**config.mk**
```make
export PLATFORM = sky130hd
export DESIGN_NAME = serial_carry_adder
export DESIGN_NICKNAME = d
export VERILOG_FILES = /design/src/rtl/serial_carry_adder_pkg.sv /design/src/rtl/serial_carry_adder_full_adder.sv /design/src/rtl/serial_carry_adder.sv
export SDC_FILE = /design/constraint.sdc
export NUM_CORES = 1
export LEC_CHECK = 0
export CAP_MARGIN = 20
export CORE_MARGIN = 2
export CORE_UTILIZATION = 47
export DETAILED_ROUTE_END_ITERATION = 10
export MAX_ROUTING_LAYER = met4
export PLACE_DENSITY_LB_ADDON = 0.08
export SYNTH_ARGS = -nofsm -noshare
export SYNTH_HDL_FRONTEND = slang
export SYNTH_SLANG_ARGS = --single-unit
```
**constraint.sdc**
```tcl
create_clock -name clk -period 1.3 [get_ports clk]
set_input_delay 0.13 -clock clk [delete_from_list [all_inputs] [get_ports clk]]
set_output_delay 0.13 -clock clk [all_outputs]
set_load 0.005 [all_outputs]
```
**src/rtl/serial_carry_adder_pkg.sv**
```systemverilog
// Shared definitions for the bit-serial add/subtract family: FSM encoding and default width.
// No logic here; imported by serial_carry_adder and its future borrow-subtractor sibling.
package serial_carry_adder_pkg;

   localparam int DEFAULT_WIDTH = 4;

   typedef enum logic {
      ST_IDLE = 1'b0,
      ST_ADD  = 1'b1
   } state_e;

endpackage

```
**src/rtl/serial_carry_adder_full_adder.sv**
```systemverilog
// One-bit full-adder cell, purely combinational (zero latency, no flow control).
// Dual of the full_sub cell used by the serial borrow subtractor.
module full_adder (
   input  logic a,
   input  logic b,
   input  logic cin,
   output logic s,
   output logic cout
);

   assign s    = a ^ b ^ cin;
   assign cout = (a & b) | (a & cin) | (b & cin);

endmodule

```
**src/rtl/serial_carry_adder.sv**
```systemverilog
// Bit-serial ripple-carry adder: one full-adder cell, one operand bit per clock, LSB first.
// Latency WIDTH+1 edges from start to done; start is ignored while busy (no queueing).
module serial_carry_adder
   import serial_carry_adder_pkg::*;
#(
   parameter int WIDTH = DEFAULT_WIDTH
) (
   input  logic             clk,
   input  logic             rst_n,
   input  logic             start,
   input  logic [WIDTH-1:0] A,
   input  logic [WIDTH-1:0] B,
   input  logic             Cin,
   output logic             busy,
   output logic             done,
   output logic [WIDTH-1:0] S,
   output logic             Cout
);

   localparam int            CW   = $clog2(WIDTH);
   localparam logic [CW-1:0] LAST = CW'(WIDTH - 1);

   state_e           state_q, state_d;
   logic [WIDTH-1:0] opa_q, opa_d;
   logic [WIDTH-1:0] opb_q, opb_d;
   logic [WIDTH-1:0] acc_q, acc_d;
   logic [CW-1:0]    cnt_q, cnt_d;
   logic             carry_q, carry_d;
   logic [WIDTH-1:0] s_q, s_d;
   logic             cout_q, cout_d;
   logic             done_q, done_d;
   logic             sum_bit;
   logic             carry_nxt;

   full_adder u_fa (
      .a    (opa_q[0]),
      .b    (opb_q[0]),
      .cin  (carry_q),
      .s    (sum_bit),
      .cout (carry_nxt)
   );

   always_comb begin
      state_d = state_q;
      opa_d   = opa_q;
      opb_d   = opb_q;
      acc_d   = acc_q;
      cnt_d   = cnt_q;
      carry_d = carry_q;
      s_d     = s_q;
      cout_d  = cout_q;
      done_d  = 1'b0;
      case (state_q)
         ST_IDLE: begin
            if (start) begin
               state_d = ST_ADD;
               opa_d   = A;
               opb_d   = B;
               carry_d = Cin;
               cnt_d   = '0;
               acc_d   = '0;
            end
         end
         ST_ADD: begin
            opa_d   = opa_q >> 1;
            opb_d   = opb_q >> 1;
            carry_d = carry_nxt;
            // Sum bits enter at the MSB so the LSB lands at bit 0 after WIDTH shifts.
            acc_d   = (acc_q >> 1) | {sum_bit, {(WIDTH-1){1'b0}}};
            cnt_d   = cnt_q + CW'(1);
            if (cnt_q == LAST) begin
               state_d = ST_IDLE;
               s_d     = acc_d;
               cout_d  = carry_nxt;
               done_d  = 1'b1;
            end
         end
      endcase
   end

   always_ff @(posedge clk or negedge rst_n) begin
      if (!rst_n) begin
         state_q <= ST_IDLE;
         opa_q   <= '0;
         opb_q   <= '0;
         acc_q   <= '0;
         cnt_q   <= '0;
         carry_q <= 1'b0;
         s_q     <= '0;
         cout_q  <= 1'b0;
         done_q  <= 1'b0;
      end else begin
         state_q <= state_d;
         opa_q   <= opa_d;
         opb_q   <= opb_d;
         acc_q   <= acc_d;
         cnt_q   <= cnt_d;
         carry_q <= carry_d;
         s_q     <= s_d;
         cout_q  <= cout_d;
         done_q  <= done_d;
      end
   end

   assign busy = (state_q == ST_ADD);
   assign done = done_q;
   assign S    = s_q;
   assign Cout = cout_q;

endmodule

```
==> impl_metrics.env, run 1 <==
export IMPL_wire_length_of_the_first_global_routing_pass_um=2256
export IMPL_synthArstFlopShare=1.000
export IMPL_setup_violations=1
export IMPL_grt_antenna_before_repair=0
export IMPL_fin_setup_tns_ns=-0.01125
export IMPL_detail_route_first_pass_iterations=2
export IMPL_comb_power_share=0.385
export IMPL_antenna_violating_nets_post_route=0
export IMPL_dp_cells=109
export IMPL_postSynthNetCount=79
export IMPL_report_final_slew_viol_count=0
export IMPL_cts_sinks=21
export IMPL_clock_skew_ns=0.0004128
export IMPL_num_antenna_cells=0
export IMPL_clk_pin_slew_ns=0.10
export IMPL_synthDominantAreaCellType="sky130_fd_sc_hd__dfrtp_1"
export IMPL_cts_root_to_sink_buffers=2
export IMPL_finalCoreUtilization=0.6652
export IMPL_synthFlopType="sky130_fd_sc_hd__dfrtp_1"
export IMPL_p_leak_uw=0.0006114
export IMPL_detail_route_vias_per_cell=4.795
export IMPL_p_per_area_nw_per_um2=1881
export IMPL_syn_cell_area_um2=859.6
export IMPL_p_int_uw=1527
export IMPL_dieHeight_um=46.77
export IMPL_worstPathRequired_ns=1.48
export IMPL_net_switching_power_uw=634.1
export IMPL_vdd_ir_drop_max_v=0.001176
export IMPL_timing_final_crit_period_ns=1.311
export IMPL_grt_max_degree=22
export IMPL_numPortBuffers=18
export IMPL_tritoncts="done"
export IMPL_yosysSeqAreaShare=0.6114
export IMPL_core_rowCount=15
export IMPL_syn_avg_cell_area_um2=13.22
export IMPL_startpoint_type_of_the_worst_setup_path="register"
export IMPL_die_area_um2=2187
export IMPL_synth_top_cells_by_count="sky130_fd_sc_hd__dfrtp_1 (21), sky130_fd_sc_hd__mux2i_1 (9), sky130_fd_sc_hd__nand2_1 (7), sky130_fd_sc_hd__o21ai_0 (7), sky130_fd_sc_hd__mux2_2 (6)"
export IMPL_met3WireLength_um=65
export IMPL_detail_route_drc_violations=0
export IMPL_yosys_cell_count_top_type="sky130_fd_sc_hd__dfrtp_1"
export IMPL_gpl_final_weighted_congestion=0.7133
export IMPL_floorplan_initialDensity=0.4978
export IMPL_drive_gt1_frac=0.2065
export IMPL_achievable_frequency_ghz=0.7626
export IMPL_endpoint_kind="register"
export IMPL_drt_wirelength_per_cell_um=12.13
export IMPL_seqPwrFrac=0.481
export IMPL_drt_initial_drc_count=5
export IMPL_top_area_cells_in_the_synthesized_netlist="sky130_fd_sc_hd__dfrtp_1 (61%), sky130_fd_sc_hd__mux2i_1 (10%), sky130_fd_sc_hd__mux2_2 (7.9%), sky130_fd_sc_hd__a22o_1 (4.1%), sky130_fd_sc_hd__o21ai_0 (4.1%)"
export IMPL_grt_usage=0.1557
export IMPL_design_portCount=19
export IMPL_detail_route_wirelength_met1_um=758
export IMPL_rsz_0062_raised_after_global_routing="yes"
export IMPL_cts_made_buffers=3
export IMPL_via_count_of_the_first_global_routing_pass=495
export IMPL_clock_power_share=0.134
export IMPL_h_tree_depth=1
export IMPL_dr_vias=561
export IMPL_num_nets_final=107
export IMPL_syn_to_final_growth_pct=33.62
export IMPL_layout_setup_ws_ns=-0.01125
export IMPL_design_core_area_um2=1727
export IMPL_path_type_of_the_worst_min_delay_path="input port to async pin"
export IMPL_grt_overflow_total=0
export IMPL_timing_max_cap_violations=0
export IMPL_number_of_enable_flip_flop_cells_after_synthesis=0
export IMPL_post_synth_num_cell_types=14
export IMPL_layout_worst_path_cycle_share=1.009
export IMPL_tightestPinTransition_ns=0.2610
export IMPL_finalHoldViolCount=0
export IMPL_chipWidth_um=46.77
export IMPL_synth_top_cell_area_share=0.6114
export IMPL_synth_seq_cells=21
export IMPL_fin_cells=117
export IMPL_route_final_wire_length_um=1419
export IMPL_timing_critical_path_fanout_max=2
export IMPL_status="finished, violations left"
export IMPL_hold_slack_ns=0.1762
export IMPL_top_layer="met4"
export IMPL_post_synth_inst_count=65
export IMPL_violations_in_the_final_reports="negative setup slack"
export IMPL_worst_endpoint_arrival_ns=1.49
export IMPL_met2RoutedLength_um=579
export IMPL_slew_headroom=0.8260
export IMPL_criticalPathCategory="register to register"
export IMPL_clk_latency_ns=0.28
export IMPL_synth_warning_count=0
export IMPL_switching_share=0.2934
export IMPL_clock_tree_root_cell="sky130_fd_sc_hd__clkbuf_4"
-- final cells by class --
| type | instances | area (um^2) |
|---|---|---|
| sequential | 21 | 526.8 |
| fill | 141 | 578.1 |
| timing repair buffer | 26 | 251.5 |
| inverter | 1 | 3.754 |
| tap | 25 | 31.28 |
| clock buffer | 4 | 26.28 |
| multi-input combinational | 40 | 309.0 |
-- logic make-up (layout without fill, tap and decap cells) --
| kind of cell | count (synthesis) | after routing | synth area share |
|---|---|---|---|
| and+or+nand+nor | 11 | 11 | 0.05096 |
| AOI/OAI and AO/OA | 12 | 12 | 0.08732 |
| DFF | 21 | 21 | 0.6113 |
| muxes | 15 | 15 | 0.1834 |
| adders and majority gates | 2 | 2 | 0.03784 |
| buffers and inverters | 4 | 31 | 0.02911 |
-- per-layer routing --
metal / vias to the layer above / global-route usage
met5: - / -
met4: 0 / 0.08333
met3: 2 / 0.02692
met2: 13 / 0.2110
met1: 266 / 0.2222
li1: 280 / -
-- state kept, by name (all words and copies together), names as in the netlist --
| name | cells |
|---|---|
| busy | 1 |
| done | 1 |
| opb_q | 4 |
| opa_q | 4 |
| cnt_q | 2 |
| S | 4 |
| carry_q | 1 |
| acc_q | 3 |
| Cout | 1 |
-- power by group through the flow --
stage	sequential [uW]	clock [uW]	combinational [uW]
floorplan	1050	0	464
global placement	1080	0	757
detailed placement	1080	0	777
CTS	1050	302	835
global route	1070	327	935
finish	1040	289	831
-- worst paths after layout --
path	start	end	slack (ns)	cells past startpoint
min in group clk	A[3]	opa_q[3]	0.45	3
hold reg to reg	opa_q[1]	opa_q[0]	0.49	2
setup / recovery	opa_q[0]	S[3]	-0.01	2
max in group asynchronous	rst_n	busy	0.90	2
setup reg to reg	opa_q[0]	S[3]	-0.01	2
hold / removal	rst_n	S[3]	0.18	2
-- worst max-delay path, cell delays in order, from the launching register on --
cell and delay (ns):
sky130_fd_sc_hd__dfrtp_1 0.41, sky130_fd_sc_hd__fa_1 0.52, sky130_fd_sc_hd__mux2_2 0.28
-- layout by cell type (no fill, tap or decap), types with 3 or more instances in the layout --
cell and n:
sky130_fd_sc_hd__dfrtp_1 20, sky130_fd_sc_hd__clkdlybuf4s50_1 12, sky130_fd_sc_hd__mux2i_1 9, sky130_fd_sc_hd__buf_4 8
sky130_fd_sc_hd__nand2_1 7, sky130_fd_sc_hd__o21ai_0 7, sky130_fd_sc_hd__mux2_2 6, sky130_fd_sc_hd__dlymetal6s2s_1 5
sky130_fd_sc_hd__a22o_1 4, sky130_fd_sc_hd__nor2_1 3, sky130_fd_sc_hd__clkbuf_4 3
-- per-stage QoR --
stage	total power (uW)	worst slack, ns	area, um^2
after floorplan	1518	0.06091	859.6
after global placement	1836	0.007508	1080
after detailed placement	1859	-0.002775	1080
after CTS	2183	-0.01723	1121
after global routing	2336	-0.05842	1149
final	2161	-0.01125	1149
-- repair_timing --
| action | in CTS | in global routing |
|---|---|---|
| buffers inserted | 2 | 2 |
| endpoints found under the setup margin | 2 | 7 |
| gates resized for setup | 2 | 5 |
| hold buffers | 0 | 0 |
| pin swaps | 1 | 1 |
Power figures use the tool's default switching activity.
==> run 2, diff against run 1 <==
GPL_ROUTABILITY_DRIVEN = 0   (was unset)
GPL_TIMING_DRIVEN = 0   (was unset)
==> run 2 against run 1 <==
  * The flow still finishes with violations (negative setup slack)
  * First-iteration DRC count increased by 60%
  * Clock power grew 7%
  * Via count increased by 5.5%
  * Worst setup slack lost 0.0080 ns
  * Utilization shrank 2.3 points
  * Critical path depth is the same
==> impl_metrics.env, run 2 (synthesis gave the netlist of run 1 again) <==
export IMPL_worst_endpoint_arrival_ns=1.52
export IMPL_layout_setup_ws_ns=-0.01925
export IMPL_detail_route_vias_per_cell=5.286
export IMPL_tightestPinTransition_ns=0.9162
export IMPL_detail_route_drc_violations=0
export IMPL_grt_max_degree=22
export IMPL_worstPathRequired_ns=1.50
export IMPL_dp_cells=107
export IMPL_route_final_wire_length_um=1485
export IMPL_wire_length_of_the_first_global_routing_pass_um=2373
export IMPL_path_type_of_the_worst_min_delay_path="input port to register"
export IMPL_die_area_um2=2187
export IMPL_grt_antenna_before_repair=0
export IMPL_finalCoreUtilization=0.6420
export IMPL_num_antenna_cells=0
export IMPL_syn_to_final_growth_pct=28.97
export IMPL_h_tree_depth=1
export IMPL_via_count_of_the_first_global_routing_pass=526
export IMPL_drt_initial_drc_count=8
export IMPL_dieHeight_um=46.77
export IMPL_grt_overflow_total=0
export IMPL_final_fill_count=157
export IMPL_rsz_0062_raised_after_global_routing="yes"
export IMPL_core_rowCount=15
export IMPL_timing_final_crit_period_ns=1.319
export IMPL_clk_latency_ns=0.30
export IMPL_p_leak_uw=0.0005822
export IMPL_finalHoldViolCount=0
export IMPL_vdd_ir_drop_max_v=0.001176
export IMPL_drive_gt1_frac=0.1724
export IMPL_p_per_area_nw_per_um2=1942
export IMPL_tritoncts="done"
export IMPL_clk_pin_slew_ns=0.11
export IMPL_most_frequent_cells_in_the_layout="sky130_fd_sc_hd__dfrtp_1 (20), sky130_fd_sc_hd__clkdlybuf4s50_1 (11), sky130_fd_sc_hd__mux2i_1 (9)"
export IMPL_report_final_slew_viol_count=0
export IMPL_criticalPathCategory="register to register"
export IMPL_achievable_frequency_ghz=0.7580
export IMPL_cts_root_to_sink_buffers=2
export IMPL_cts_sinks=21
export IMPL_detail_route_first_pass_iterations=4
export IMPL_layout_worst_path_cycle_share=1.015
export IMPL_cts_hold_buffers=0
export IMPL_timing_max_cap_violations=0
export IMPL_clock_skew_ns=0.0005893
export IMPL_num_nets_final=102
export IMPL_chipWidth_um=46.77
export IMPL_design_core_area_um2=1727
export IMPL_status="finished, violations left"
export IMPL_numPortBuffers=17
export IMPL_floorplan_initialDensity=0.4978
export IMPL_final_common_cell="sky130_fd_sc_hd__dfrtp_1"
export IMPL_fin_cells=112
export IMPL_violations_in_the_final_reports="negative setup slack"
export IMPL_design_portCount=19
export IMPL_setup_violations=1
export IMPL_cts_made_buffers=3
export IMPL_detailedPlacementHpwl_um=969.9
export IMPL_dr_vias=592
export IMPL_antenna_violating_nets_post_route=0
export IMPL_post_layout_total_power_uw=2152
export IMPL_slew_headroom=0.3873
export IMPL_endpoint_kind="register"
export IMPL_clock_tree_root_cell="sky130_fd_sc_hd__clkbuf_4"
export IMPL_drt_wirelength_per_cell_um=13.26
export IMPL_timing_critical_path_fanout_max=2
export IMPL_grt_usage=0.1661
export IMPL_startpoint_type_of_the_worst_setup_path="register"
export IMPL_fin_setup_tns_ns=-0.01925
-- run 2: changes by cell type in the layout (fill, tap and decap cells not counted), sizes merged --
| cell | before | now |
|---|---|---|
| dlygate4sd2 | 1 | 2 |
| dlymetal6s2s | 5 | 4 |
| buf | 8 | 4 |
| clkdlybuf4s50 | 12 | 11 |
-- run 2: metrics by stage --
step                      area, um^2  setup slack (ns)  hold WS, ns
after floorplan                859.6           0.06091      -0.1656
after global placement          1061          0.007886       0.4615
after detailed placement        1061         -0.005737       0.4716
after CTS                       1094          -0.02322       0.1774
after global routing            1109          -0.06223       0.1912
final                           1109          -0.01925       0.1770
-- run 2: area by class of cell --
class	instances	area [um^2]	share of cell area
buffer	3	21.27	0.01919
clock buffer	4	26.28	0.02370
inverter	1	3.754	0.003386
multi-input combinational	40	314.1	0.2833
sequential	21	526.8	0.4752
tap	25	31.28	0.02822
timing repair buffer	18	185.2	0.1670
-- run 2: per-layer routing --
layer | part of all wire | up-vias | global-route usage
li1 | - | 268 | -
met1 | 0.46 | 294 | 0.2341
met2 | 0.46 | 22 | 0.2356
met3 | 0.057 | 8 | 0.02308
met4 | 0.026 | 0 | 0.08333
met5 | 0 | - | -
-- run 2: report_power, final --
group          switching [uW]  leakage (uW)  internal [uW]  total (uW)
clock network             188     0.0000150            120         308
logic                     344      0.000297            458         802
registers                 135      0.000271            907        1040
-- run 2: worst max-delay path: stages (launching register included) --
cell,delay [ns]
sky130_fd_sc_hd__dfrtp_1,0.41
sky130_fd_sc_hd__fa_1,0.53
sky130_fd_sc_hd__mux2_2,0.28
-- run 2: worst paths after layout --
path / cells past startpoint / end / slack [ns] / from
min in group asynchronous: 1 / done / 0.33 / rst_n
max in group asynchronous: 1 / busy / 0.35 / rst_n
worst min-delay path: 3 / opa_q[3] / 0.18 / start
worst max register to register: 2 / S[3] / -0.02 / carry_q
worst min register to register: 2 / opb_q[1] / 0.50 / opb_q[2]
worst max-delay path: 2 / S[3] / -0.02 / carry_q
-- run 2: timing repair --
action | 4_1_cts | 5_1_grt
buffers inserted | 1 | 0
setup endpoints to repair | 3 | 10
gates resized for setup | 3 | 5
pin swaps | 0 | 1
==> run 3, diff against run 2 <==
SKIP_CTS_REPAIR_TIMING = 1   (was unset)
==> run 3 against run 2 <==
  * The run still ends with negative setup slack left
  * Sequential power barely moved
  * Non-clock buffer count rose by 1
  * Total power rose by 1.1%
  * Via count fell by 1.7%
  * Routed wire length fell by 0.20%
  * Critical path type unchanged
  * Flip-flop and latch count did not move
  * Die area did not move
  * Sequential share of layout area fell by 0.64 points
==> impl_metrics.env, run 3 (synthesis gave the netlist of run 1 again) <==
export IMPL_status="finished, violations left"
export IMPL_violations_in_the_final_reports="negative setup slack"
export IMPL_dr_vias=582
export IMPL_grt_overflow_total=0
export IMPL_p_leak_uw=0.0006018
export IMPL_drt_initial_drc_count=11
export IMPL_drt_wirelength_per_cell_um=13.12
export IMPL_clk_latency_ns=0.30
export IMPL_via_count_of_the_first_global_routing_pass=524
export IMPL_tightestPinTransition_ns=0.9287
export IMPL_grt_antenna_before_repair=0
export IMPL_worstPathRequired_ns=1.50
export IMPL_startpoint_type_of_the_worst_setup_path="register"
export IMPL_grt_usage=0.1636
export IMPL_layout_worst_path_cycle_share=1.015
export IMPL_core_rowCount=15
export IMPL_criticalPathCategory="register to register"
export IMPL_fin_setup_tns_ns=-0.01957
export IMPL_finalCoreUtilization=0.6507
export IMPL_finalHoldViolCount=0
export IMPL_num_nets_final=103
export IMPL_numPortBuffers=17
export IMPL_num_antenna_cells=0
export IMPL_final_fill_count=151
export IMPL_design_core_area_um2=1727
export IMPL_wire_length_of_the_first_global_routing_pass_um=2352
export IMPL_timing_max_cap_violations=0
export IMPL_detail_route_first_pass_iterations=4
export IMPL_dieHeight_um=46.77
export IMPL_rsz_0062_raised_after_global_routing="yes"
export IMPL_path_type_of_the_worst_min_delay_path="input port to register"
export IMPL_report_final_slew_viol_count=0
export IMPL_cts_sinks=21
export IMPL_p_per_area_nw_per_um2=1938
export IMPL_slew_headroom=0.3789
export IMPL_floorplan_initialDensity=0.4978
export IMPL_most_frequent_cells_in_the_layout="sky130_fd_sc_hd__dfrtp_1 (20), sky130_fd_sc_hd__clkdlybuf4s50_1 (11), sky130_fd_sc_hd__mux2i_1 (9)"
export IMPL_detail_route_vias_per_cell=5.150
export IMPL_grt_max_degree=22
export IMPL_syn_to_final_growth_pct=30.71
export IMPL_clk_pin_slew_ns=0.11
export IMPL_detailedPlacementHpwl_um=969.9
export IMPL_cts_root_to_sink_buffers=2
export IMPL_design_portCount=19
export IMPL_vdd_ir_drop_max_v=0.001187
export IMPL_layout_setup_ws_ns=-0.01957
export IMPL_worst_endpoint_arrival_ns=1.52
export IMPL_setup_violations=1
export IMPL_final_common_cell="sky130_fd_sc_hd__dfrtp_1"
export IMPL_chipWidth_um=46.77
export IMPL_cts_made_buffers=3
export IMPL_detail_route_drc_violations=0
export IMPL_clock_tree_root_cell="sky130_fd_sc_hd__clkbuf_4"
export IMPL_antenna_violating_nets_post_route=0
export IMPL_clock_skew_ns=0.001441
export IMPL_die_area_um2=2187
export IMPL_h_tree_depth=1
export IMPL_timing_final_crit_period_ns=1.320
export IMPL_route_final_wire_length_um=1482
export IMPL_timing_critical_path_fanout_max=2
export IMPL_endpoint_kind="register"
export IMPL_tritoncts="done"
export IMPL_drive_gt1_frac=0.1818
export IMPL_achievable_frequency_ghz=0.7578
run 3: layout make-up:
| type | count | area [um^2] | share of cell area |
|---|---|---|---|
| flip-flops and latches | 21 | 526.8 | 0.4688 |
| multi-input cells | 40 | 314.1 | 0.2795 |
| clock buffers | 4 | 26.28 | 0.02339 |
| well taps | 25 | 31.28 | 0.02784 |
| plain buffers | 3 | 21.27 | 0.01893 |
| repair buffers | 19 | 200.2 | 0.1782 |
| inverters | 1 | 3.754 | 0.003341 |
run 3: critical path, stage by stage, from the launching register on:
cell	delay, ns
sky130_fd_sc_hd__dfrtp_1	0.41
sky130_fd_sc_hd__fa_1	0.53
sky130_fd_sc_hd__mux2_2	0.28
run 3: final timing paths:
path | slack [ns] | to | cells after the start | startpoint
min in group asynchronous | 0.33 | done | 1 | rst_n
worst min-delay path | 0.18 | opa_q[3] | 3 | start
max in group asynchronous | 0.34 | busy | 1 | rst_n
worst max-delay path | -0.02 | S[3] | 2 | carry_q
worst min register to register | 0.50 | opb_q[1] | 2 | opb_q[2]
worst max register to register | -0.02 | S[3] | 2 | carry_q
run 3: routing by layer:
layer,wire [um],up-vias,global-route usage
met5,0,-,-
met4,23,0,0.08333
met3,79,3,0.02308
met2,692,16,0.2356
met1,687,291,0.2265
li1,-,272,-
run 3: through the flow:
| step | total power [uW] | hold WS (ns) | instances | area (um^2) | setup WS (ns) |
|---|---|---|---|---|---|
| floorplan | 1518 | -0.1656 | 65 | 859.6 | 0.06091 |
| global placement | 1824 | 0.4615 | 107 | 1061 | 0.007886 |
| detailed placement | 1858 | 0.4716 | 107 | 1061 | -0.005737 |
| CTS | 2166 | 0.1774 | 111 | 1087 | -0.1493 |
| global route | 2339 | 0.1912 | 113 | 1124 | -0.06223 |
| finish | 2177 | 0.1766 | 113 | 1124 | -0.01957 |
run 3: report_power, final:
group          switching (uW)  leakage (uW)  internal (uW)
Clock                     189     0.0000150            120
Sequential                139      0.000271            907
Combinational             342      0.000316            481
